==> config.mk <==
export PLATFORM = sky130hd
export DESIGN_NAME = corelet_ctrl
export DESIGN_NICKNAME = d
export VERILOG_FILES = /design/src/rtl/corelet_ctrl.sv
export SDC_FILE = /design/constraint.sdc
export NUM_CORES = 1
export LEC_CHECK = 0
export CORE_MARGIN = 4
export CORE_UTILIZATION = 54
export CTS_CLUSTER_SIZE = 30
export DETAILED_ROUTE_END_ITERATION = 12
export GPL_ROUTABILITY_DRIVEN = 0
export PLACE_DENSITY = 0.77
export SYNTH_ARGS = -nofsm -noshare
export SYNTH_HDL_FRONTEND = slang
export SYNTH_SLANG_ARGS = --single-unit
==> constraint.sdc <==
create_clock -name clk -period 4.1 [get_ports clk]
set_input_delay 0.41 -clock clk [delete_from_list [all_inputs] [get_ports clk]]
set_output_delay 0.41 -clock clk [all_outputs]
set_load 0.02 [all_outputs]
==> src/rtl/corelet_ctrl.sv <==
// rtl/corelet_ctrl.sv - per-layer instruction sequencer driving the corelet 34-bit inst bus
module corelet_ctrl #(
    parameter int row     = 8,
    parameter int col     = 8,
    parameter int addr_bw = 11,
    parameter int cnt_bw  = 8
) (
    input  logic               clk,
    input  logic               reset,
    input  logic               start,
    input  logic [cnt_bw-1:0]  n_x,
    input  logic [cnt_bw-1:0]  n_k,
    input  logic [addr_bw-1:0] w_base,
    input  logic [addr_bw-1:0] x_base,
    input  logic [addr_bw-1:0] p_base,
    input  logic               l0_o_full,
    input  logic               ofifo_o_valid,
    output logic [33:0]        inst,
    output logic               busy,
    output logic               done
);

    localparam logic [33:0] IDLE_WORD = 34'h1_0008_0000;
    localparam int FL = row + col;
    localparam int CW = (cnt_bw > $clog2(FL + 1)) ? cnt_bw : $clog2(FL + 1);

    typedef enum logic [3:0] {
        S_IDLE, S_LDW, S_KLD, S_KFL, S_LDX, S_EXE, S_EFL, S_DRN, S_DONE
    } state_t;

    state_t             state;
    logic [CW-1:0]      cnt;
    logic [cnt_bw-1:0]  k;
    logic [cnt_bw-1:0]  n_x_q;
    logic [cnt_bw-1:0]  n_k_q;
    logic [addr_bw-1:0] w_addr;
    logic [addr_bw-1:0] x_base_q;
    logic [addr_bw-1:0] x_addr;
    logic [addr_bw-1:0] p_addr;
    logic               rd_pend;

    // xmem has one cycle of read latency, so the word read last cycle is written to L0 now
    assign rd_pend = ~inst[19];

    function automatic logic [33:0] ld_word(input logic rd, input logic [addr_bw-1:0] a,
                                            input logic wr);
        logic [33:0] w;
        w = IDLE_WORD;
        if (rd) begin
            w[19]   = 1'b0;
            w[18]   = 1'b1;
            w[17:7] = 11'(a);
        end
        w[2] = wr;
        return w;
    endfunction

    function automatic logic [33:0] pm_word(input logic [addr_bw-1:0] a);
        logic [33:0] w;
        w        = IDLE_WORD;
        w[32]    = 1'b0;
        w[31]    = 1'b0;
        w[30:20] = 11'(a);
        w[6]     = 1'b1;
        return w;
    endfunction

    function automatic logic [33:0] arr_word(input logic exe);
        logic [33:0] w;
        w    = IDLE_WORD;
        w[3] = 1'b1;
        w[1] = exe;
        w[0] = ~exe;
        return w;
    endfunction

    // inst holds the word decided in the previous cycle; each state decides the next word
    always_ff @(posedge clk or posedge reset) begin
        if (reset) begin
            state    <= S_IDLE;
            inst     <= IDLE_WORD;
            busy     <= 1'b0;
            done     <= 1'b0;
            cnt      <= '0;
            k        <= '0;
            n_x_q    <= '0;
            n_k_q    <= '0;
            w_addr   <= '0;
            x_base_q <= '0;
            x_addr   <= '0;
            p_addr   <= '0;
        end else begin
            inst <= IDLE_WORD;
            done <= 1'b0;
            case (state)
                S_IDLE: begin
                    busy <= start;
                    if (start) begin
                        n_x_q    <= n_x;
                        n_k_q    <= n_k;
                        w_addr   <= w_base;
                        x_base_q <= x_base;
                        p_addr   <= p_base;
                        k        <= '0;
                        cnt      <= '0;
                        state    <= S_LDW;
                    end
                end
                S_LDW: begin
                    if (cnt == CW'(row)) begin
                        inst  <= ld_word(1'b0, w_addr, rd_pend);
                        cnt   <= '0;
                        state <= S_KLD;
                    end else begin
                        inst <= ld_word(~l0_o_full, w_addr, rd_pend);
                        if (!l0_o_full) begin
                            w_addr <= w_addr + addr_bw'(1);
                            cnt    <= cnt + CW'(1);
                        end
                    end
                end
                S_KLD: begin
                    inst <= arr_word(1'b0);
                    if (cnt == CW'(col - 1)) begin
                        cnt   <= '0;
                        state <= S_KFL;
                    end else begin
                        cnt <= cnt + CW'(1);
                    end
                end
                S_KFL: begin
                    if (cnt == CW'(FL - 1)) begin
                        cnt    <= '0;
                        x_addr <= x_base_q;
                        state  <= S_LDX;
                    end else begin
                        cnt <= cnt + CW'(1);
                    end
                end
                S_LDX: begin
                    if (cnt == CW'(n_x_q)) begin
                        inst  <= ld_word(1'b0, x_addr, rd_pend);
                        cnt   <= '0;
                        state <= S_EXE;
                    end else begin
                        inst <= ld_word(~l0_o_full, x_addr, rd_pend);
                        if (!l0_o_full) begin
                            x_addr <= x_addr + addr_bw'(1);
                            cnt    <= cnt + CW'(1);
                        end
                    end
                end
                S_EXE: begin
                    inst <= arr_word(1'b1);
                    if (cnt == CW'(n_x_q) - CW'(1)) begin
                        cnt   <= '0;
                        state <= S_EFL;
                    end else begin
                        cnt <= cnt + CW'(1);
                    end
                end
                S_EFL: begin
                    if (cnt == CW'(FL - 1)) begin
                        cnt   <= '0;
                        state <= S_DRN;
                    end else begin
                        cnt <= cnt + CW'(1);
                    end
                end
                S_DRN: begin
                    // psums for pass k land contiguously after pass k-1, so p_addr just runs on
                    if (ofifo_o_valid) begin
                        inst   <= pm_word(p_addr);
                        p_addr <= p_addr + addr_bw'(1);
                        if (cnt == CW'(n_x_q) - CW'(1)) begin
                            cnt   <= '0;
                            k     <= k + cnt_bw'(1);
                            state <= (k == n_k_q - cnt_bw'(1)) ? S_DONE : S_LDW;
                        end else begin
                            cnt <= cnt + CW'(1);
                        end
                    end
                end
                S_DONE: begin
                    done  <= 1'b1;
                    state <= S_IDLE;
                end
                default: state <= S_IDLE;
            endcase
        end
    end

endmodule
Word-level counts from Yosys, hierarchy flattened. Cells that the tools add are included.

Register bits: 116. Latch bits: 0. Memory bits (writable): 0. ROM bits: 0. Bits of input ports: 54. Output and inout bits: 36. Logic and storage cells: 101. Memories: 0.

Add/sub/neg operators: 7. $mul: 0. Divide/modulo/power cells: 0. Magnitude comparators: 0. Equality and inequality tests: 27. Shift operators: 0. Mux-type cells: 41. Bitwise logic cells: 1. Reduce and logical (&&, ||, !) cells: 13.

Operators by type and width (number): 33-bit one-hot mux with 5 select lines (1); 11-bit 2-to-1 mux (8); 8-bit 2-to-1 mux (10); 11-bit one-hot mux with 2 select lines (3); 8-bit one-hot mux with 7 select lines (1); 20-bit 2-to-1 mux (2); 4-bit 2-to-1 mux (10); 11-bit by 1-bit adder with 11-bit output, second input constant (3); 33-bit 2-to-1 mux (1); 4-bit one-hot mux with 8 select lines (1); 13-bit 2-to-1 mux (2); 2-bit != test, second input constant (13); 8-bit equality test (3); 8-bit by 1-bit adder with 8-bit output, second input constant (2); 4-bit by 3-bit equality test with 1-bit output, second input constant (4); 8-bit by 4-bit equality test with 1-bit output, second input constant (2); 8-bit one-hot mux with 2 select lines (1); 8-bit by 1-bit subtractor with 8-bit output, second input constant (2); 4-bit AND reduction (3); 9-bit AND reduction (1); 4-bit by 2-bit equality test with 1-bit output, second input constant (2); 8-bit by 3-bit equality test with 1-bit output, second input constant (1); 7-bit nonzero test (1); 3-bit AND reduction (2); other kinds (8) (10).

Depth between registers and ports, before layout.
Word-level depth: 6. Mapped depth: 10. Gate-level depth less buffers: 9.

Least setup slack after synthesis. No wires, ideal clock.

Path type: reg2reg. Start: register n_x_q[0]. End: register k[7]. Setup time: 0.077 ns. Arrival: 2.630 ns. Data required time: 4.023 ns. Setup slack: 1.393 ns. Stages on the path, launching flop included: 8. Buffers on the path: 0. Period minus slack after synthesis: 2.707 ns. Cell sequence: dfrtp_1 or4_1 or3_4 a2111oi_4 o21ai_2 o21a_4 or4_1 a21oi_1.

Word-level cells in the longest chain between the ends: 4.

Ends and longest elaborated chain: start: declaration (RTL line 34) `logic [cnt_bw-1:0] n_x_q;`; start signal: assignment (RTL line 99) `n_x_q <= n_x;`; 8-bit by 1-bit subtractor with 8-bit output (RTL line 175) `if (cnt == CW'(n_x_q) - CW'(1)) begin`; 8-bit equality test (RTL line 175); 2-bit != test (no line); 4-bit AND reduction (no line); end signal: assignment (RTL line 177) `k <= k + cnt_bw'(1);`; end: declaration (RTL line 33) `logic [cnt_bw-1:0] k;`.

Every way passes these cells. A chain may end at the register's enable or synchronous reset.

Worst setup path in the final report.
Start: register state[3]. End: register cnt[0].

Word-level cells in the longest chain between the ends: 4. Elaborated cells on any way between the ends: 14. Classes of those cells: eq/ne: 9; mux: 1; reduce/logical: 4.

Ends and longest elaborated chain: start: declaration (RTL line 31) `state_t state;`; start signal: assignment (RTL line 178) `state <= (k == n_k_q - cnt_bw'(1)) ? S_DONE : S_LDW;`; 4-bit by 3-bit equality test with 1-bit output or 4-bit by 2-bit equality test with 1-bit output (tied branches) (RTL line 95) `case (state)`; 2-bit OR reduction (no line); 7-bit nonzero test (no line); 3-bit AND reduction (no line); end signal: assignment (RTL line 118) `cnt <= cnt + CW'(1);`; end signal: assignment (RTL line 128) `cnt <= cnt + CW'(1);`; end signal: assignment (RTL line 137) `cnt <= cnt + CW'(1);`; end: declaration (RTL line 32) `logic [CW-1:0] cnt;`.

Parallel ways exist; a longest one is shown, timed or not.

==> impl_metrics.csv <==
group,metric,value,unit
sta,timing.hold.ws,0.497,ns
clock_tree,cts_resized,0,
clock_tree,clkSinkCount,112,
setup_path,path_max_fanout,17,
layout,fill_cells,880,
die,ios,90,
die,die_height,112,µm
pwr,power_density,681,mW/mm²
global_routing,top_usage_layer,"met2",
yosys,ys_seq_area_frac,0.478,
run_status,status,"complete, no violations",
setup_path,crit_arrival,3.78,ns
global_routing,grtUsageMet2,0.386,
clock_tree,cts_buffers,9,
global_routing,grt_remaining_overflow,0,
sta,rsz0062_at_grt,"false",
global_routing,antenna_found_initial,0,
hold_path,min_path_type,"flop to flop",
clock_tree,clock-root-buffer,"clkbuf_8",
yosys,synth_seq_cells,112,
yosys,synthTopCellsByArea,"dfrtp_1 47%, nand2_1 7.8%, a21oi_1 4.9%",
detailed_routing,drt_pre_antenna_iters,5,
hold_path,hold_path_startpoint,"busy",
sta,tns,0,ns
global_routing,use_met1,0.297,
yosys,post-synth-top-count-cell,"nand2_1",
clock_tree,clk_latency,0.39,ns
yosys,synth_common_cells,"122 x nand2_1, 110 x dfrtp_1, 58 x a21oi_1",
run,cap_violations,0,
yosys,synth_top_area_frac,0.469,
die,start_util,0.561,
layout,nNetsFinal,796,
setup_path,timing.rr.start,"state[3]",
layout,fin_util,0.669,
sta,period_minus_slack,3.44,ns
layout,diodes,0,
yosys,synth_area_leader_cell,"dfrtp_1",
layout,drive_gt1_frac,0.0555,
setup_path,start_kind,"flop",
clock_tree,cts_tree,"done",
sta,hold_viol_final,0,
setup_path,end_kind,"flop",
setup_path,crit_type,"flop to flop",
detailed_routing,vias,5117,
yosys,ys.flop_type,"dfrtp_1",
sta,fin_skew,0.0104,ns
layout,regArea,0.00281,mm²
sta,finalSetupViolations,0,
global_routing,grt_pass1_vias,4890,
die,die_w,112,µm
pwr,ir_drop,0.365,mV
detailed_routing,via_per_inst,5.85,
global_routing,grt_max_degree,67,
die,coreArea,0.0105,mm²
sta,max_freq,0.290,GHz
global_routing,grt_use_met3,0.0690,
placed_design,io_buffers,85,
sta,worst_pin_slew,1.19,ns
yosys,syn_area_per_cell,8.78,µm²
detailed_routing,drt_iter0_markers,436,
placed_design,pre_cts_slack,0.797,ns
detailed_routing,drc,0,
global_routing,grt_pass1_wl,23700,µm
yosys,synth_edf_count,0,
yosys,ys_types,57,
clock_tree,path_clk_slew,0.10,ns
setup_path,cp.required,4.44,ns
yosys,synth_warnings,0,
detailed_routing,postRouteAntennaNets,0,
die,dieArea,0.0126,mm²
layout,multiInputGateArea,0.00282,mm²
setup_path,critPathLaunch,"state[3]",
yosys,synth_area,0.00586,mm²
detailed_routing,wirelength,14400,µm
layout,syn2layout_area_growth,19.4,%
yosys,synthCells,668,
global_routing,grt.total_usage,0.232,
clock_tree,ctsHoldBuffers,0,
clock_tree,cts_max_level,3,
die,row_count,37,
detailed_routing,wl_per_cell,16.5,µm
pwr,p_leak,3.15,nW
clock_tree,cts_setup_buffers,0,
yosys,async_reset_ff_frac,1.00,
sta,max_slew_margin,0.198,
clock_tree,cts_buffer_depth,2,
placed_design,dp_hpwl,10400,µm
sta,fin_crit_sh,0.840,
sta,fin_ws,0.657,ns
sta,slew_viol_final,0,
[stage by stage]
step,cells,power (mW),cell area (µm²)
CTS,875,4.77,7000
floorplan,671,3.38,5880
detailed placement,859,4.01,6770
global route,875,5.14,7000
global placement,859,3.91,6770
finish,875,4.77,7000
[critical path, cell delays in order (launching register included)]
cell	delay [ns]
dfrtp_1	0.55
nand2b_1	0.27
nand2b_1	0.45
nor3_1	1.07
nor2_1	0.29
a21oi_1	0.50
mux2_2	0.25
[routing by layer]
layer,vias to the layer above,part of all wire
met1,2442,0.43
met3,23,0.068
met5,-,0
li1,2468,-
met2,184,0.49
met4,0,0.017
[final cells by class]
type                       count  share of cell area
clock inverter                 4              0.0109
sequential                   112               0.400
timing repair buffer          92               0.129
inverter                      18              0.0100
multi-input combinational    501               0.403
clock buffer                  12              0.0222
tap                          136              0.0243
[cells in the final DEF (no fill, tap or decap), drive strengths merged, types with 6 or more instances in the layout]
master	count
a21o	6
a21oi	58
a22o	17
a31oi	6
and3	22
buf	7
clkbuf	12
clkdlybuf4s50	85
dfrtp	110
ha	8
inv	18
nand2	123
nand3	25
nor2	51
nor3	20
nor3b	7
o21ai	46
o22a	7
o22ai	9
or3	7
xnor2	18
xor2	9
[report_power, final]
| part | total, mW | leakage (nW) | internal (mW) | switching, mW |
|---|---|---|---|---|
| Clock | 0.754 | 0.113 | 0.379 | 0.375 |
| Sequential | 1.93 | 1.43 | 1.49 | 0.440 |
| Combinational | 2.08 | 1.61 | 0.882 | 1.20 |
[sequential cells by signal, indices dropped and copies added, names as in the netlist]
| register | count |
|---|---|
| inst | 30 |
| n_k_q | 8 |
| x_addr | 11 |
| x_base_q | 11 |
| done | 1 |
| busy | 1 |
| n_x_q | 8 |
| p_addr | 11 |
| state | 4 |
| cnt | 8 |
| w_addr | 11 |
| k | 8 |
[final timing paths]
path | to | slack [ns] | depth (start not counted)
min in group asynchronous | p_addr[5] | 0.52 | 2
worst max-delay path | cnt[0] | 0.66 | 6
worst max register to register | cnt[0] | 0.66 | 6
worst min register to register | busy | 0.50 | 1
max in group asynchronous | inst[19] | 2.70 | 3
worst min-delay path | busy | 0.50 | 1
[logic make-up (layout without fill, tap and decap cells)]
| family | Yosys count | after routing | share of synthesized area |
|---|---|---|---|
| AOI/OAI and AO/OA | 168 | 168 | 0.182 |
| xor gates and xnor gates | 27 | 27 | 0.0403 |
| muxes | 5 | 5 | 0.00875 |
| DFF | 112 | 112 | 0.478 |
| buffers and inverters | 58 | 126 | 0.0429 |
| other | 1 | 4 | 0.000639 |
| adders and majority gates | 8 | 8 | 0.0171 |
| and+or+nand+nor | 289 | 289 | 0.230 |
Power figures use the tool's default switching activity.
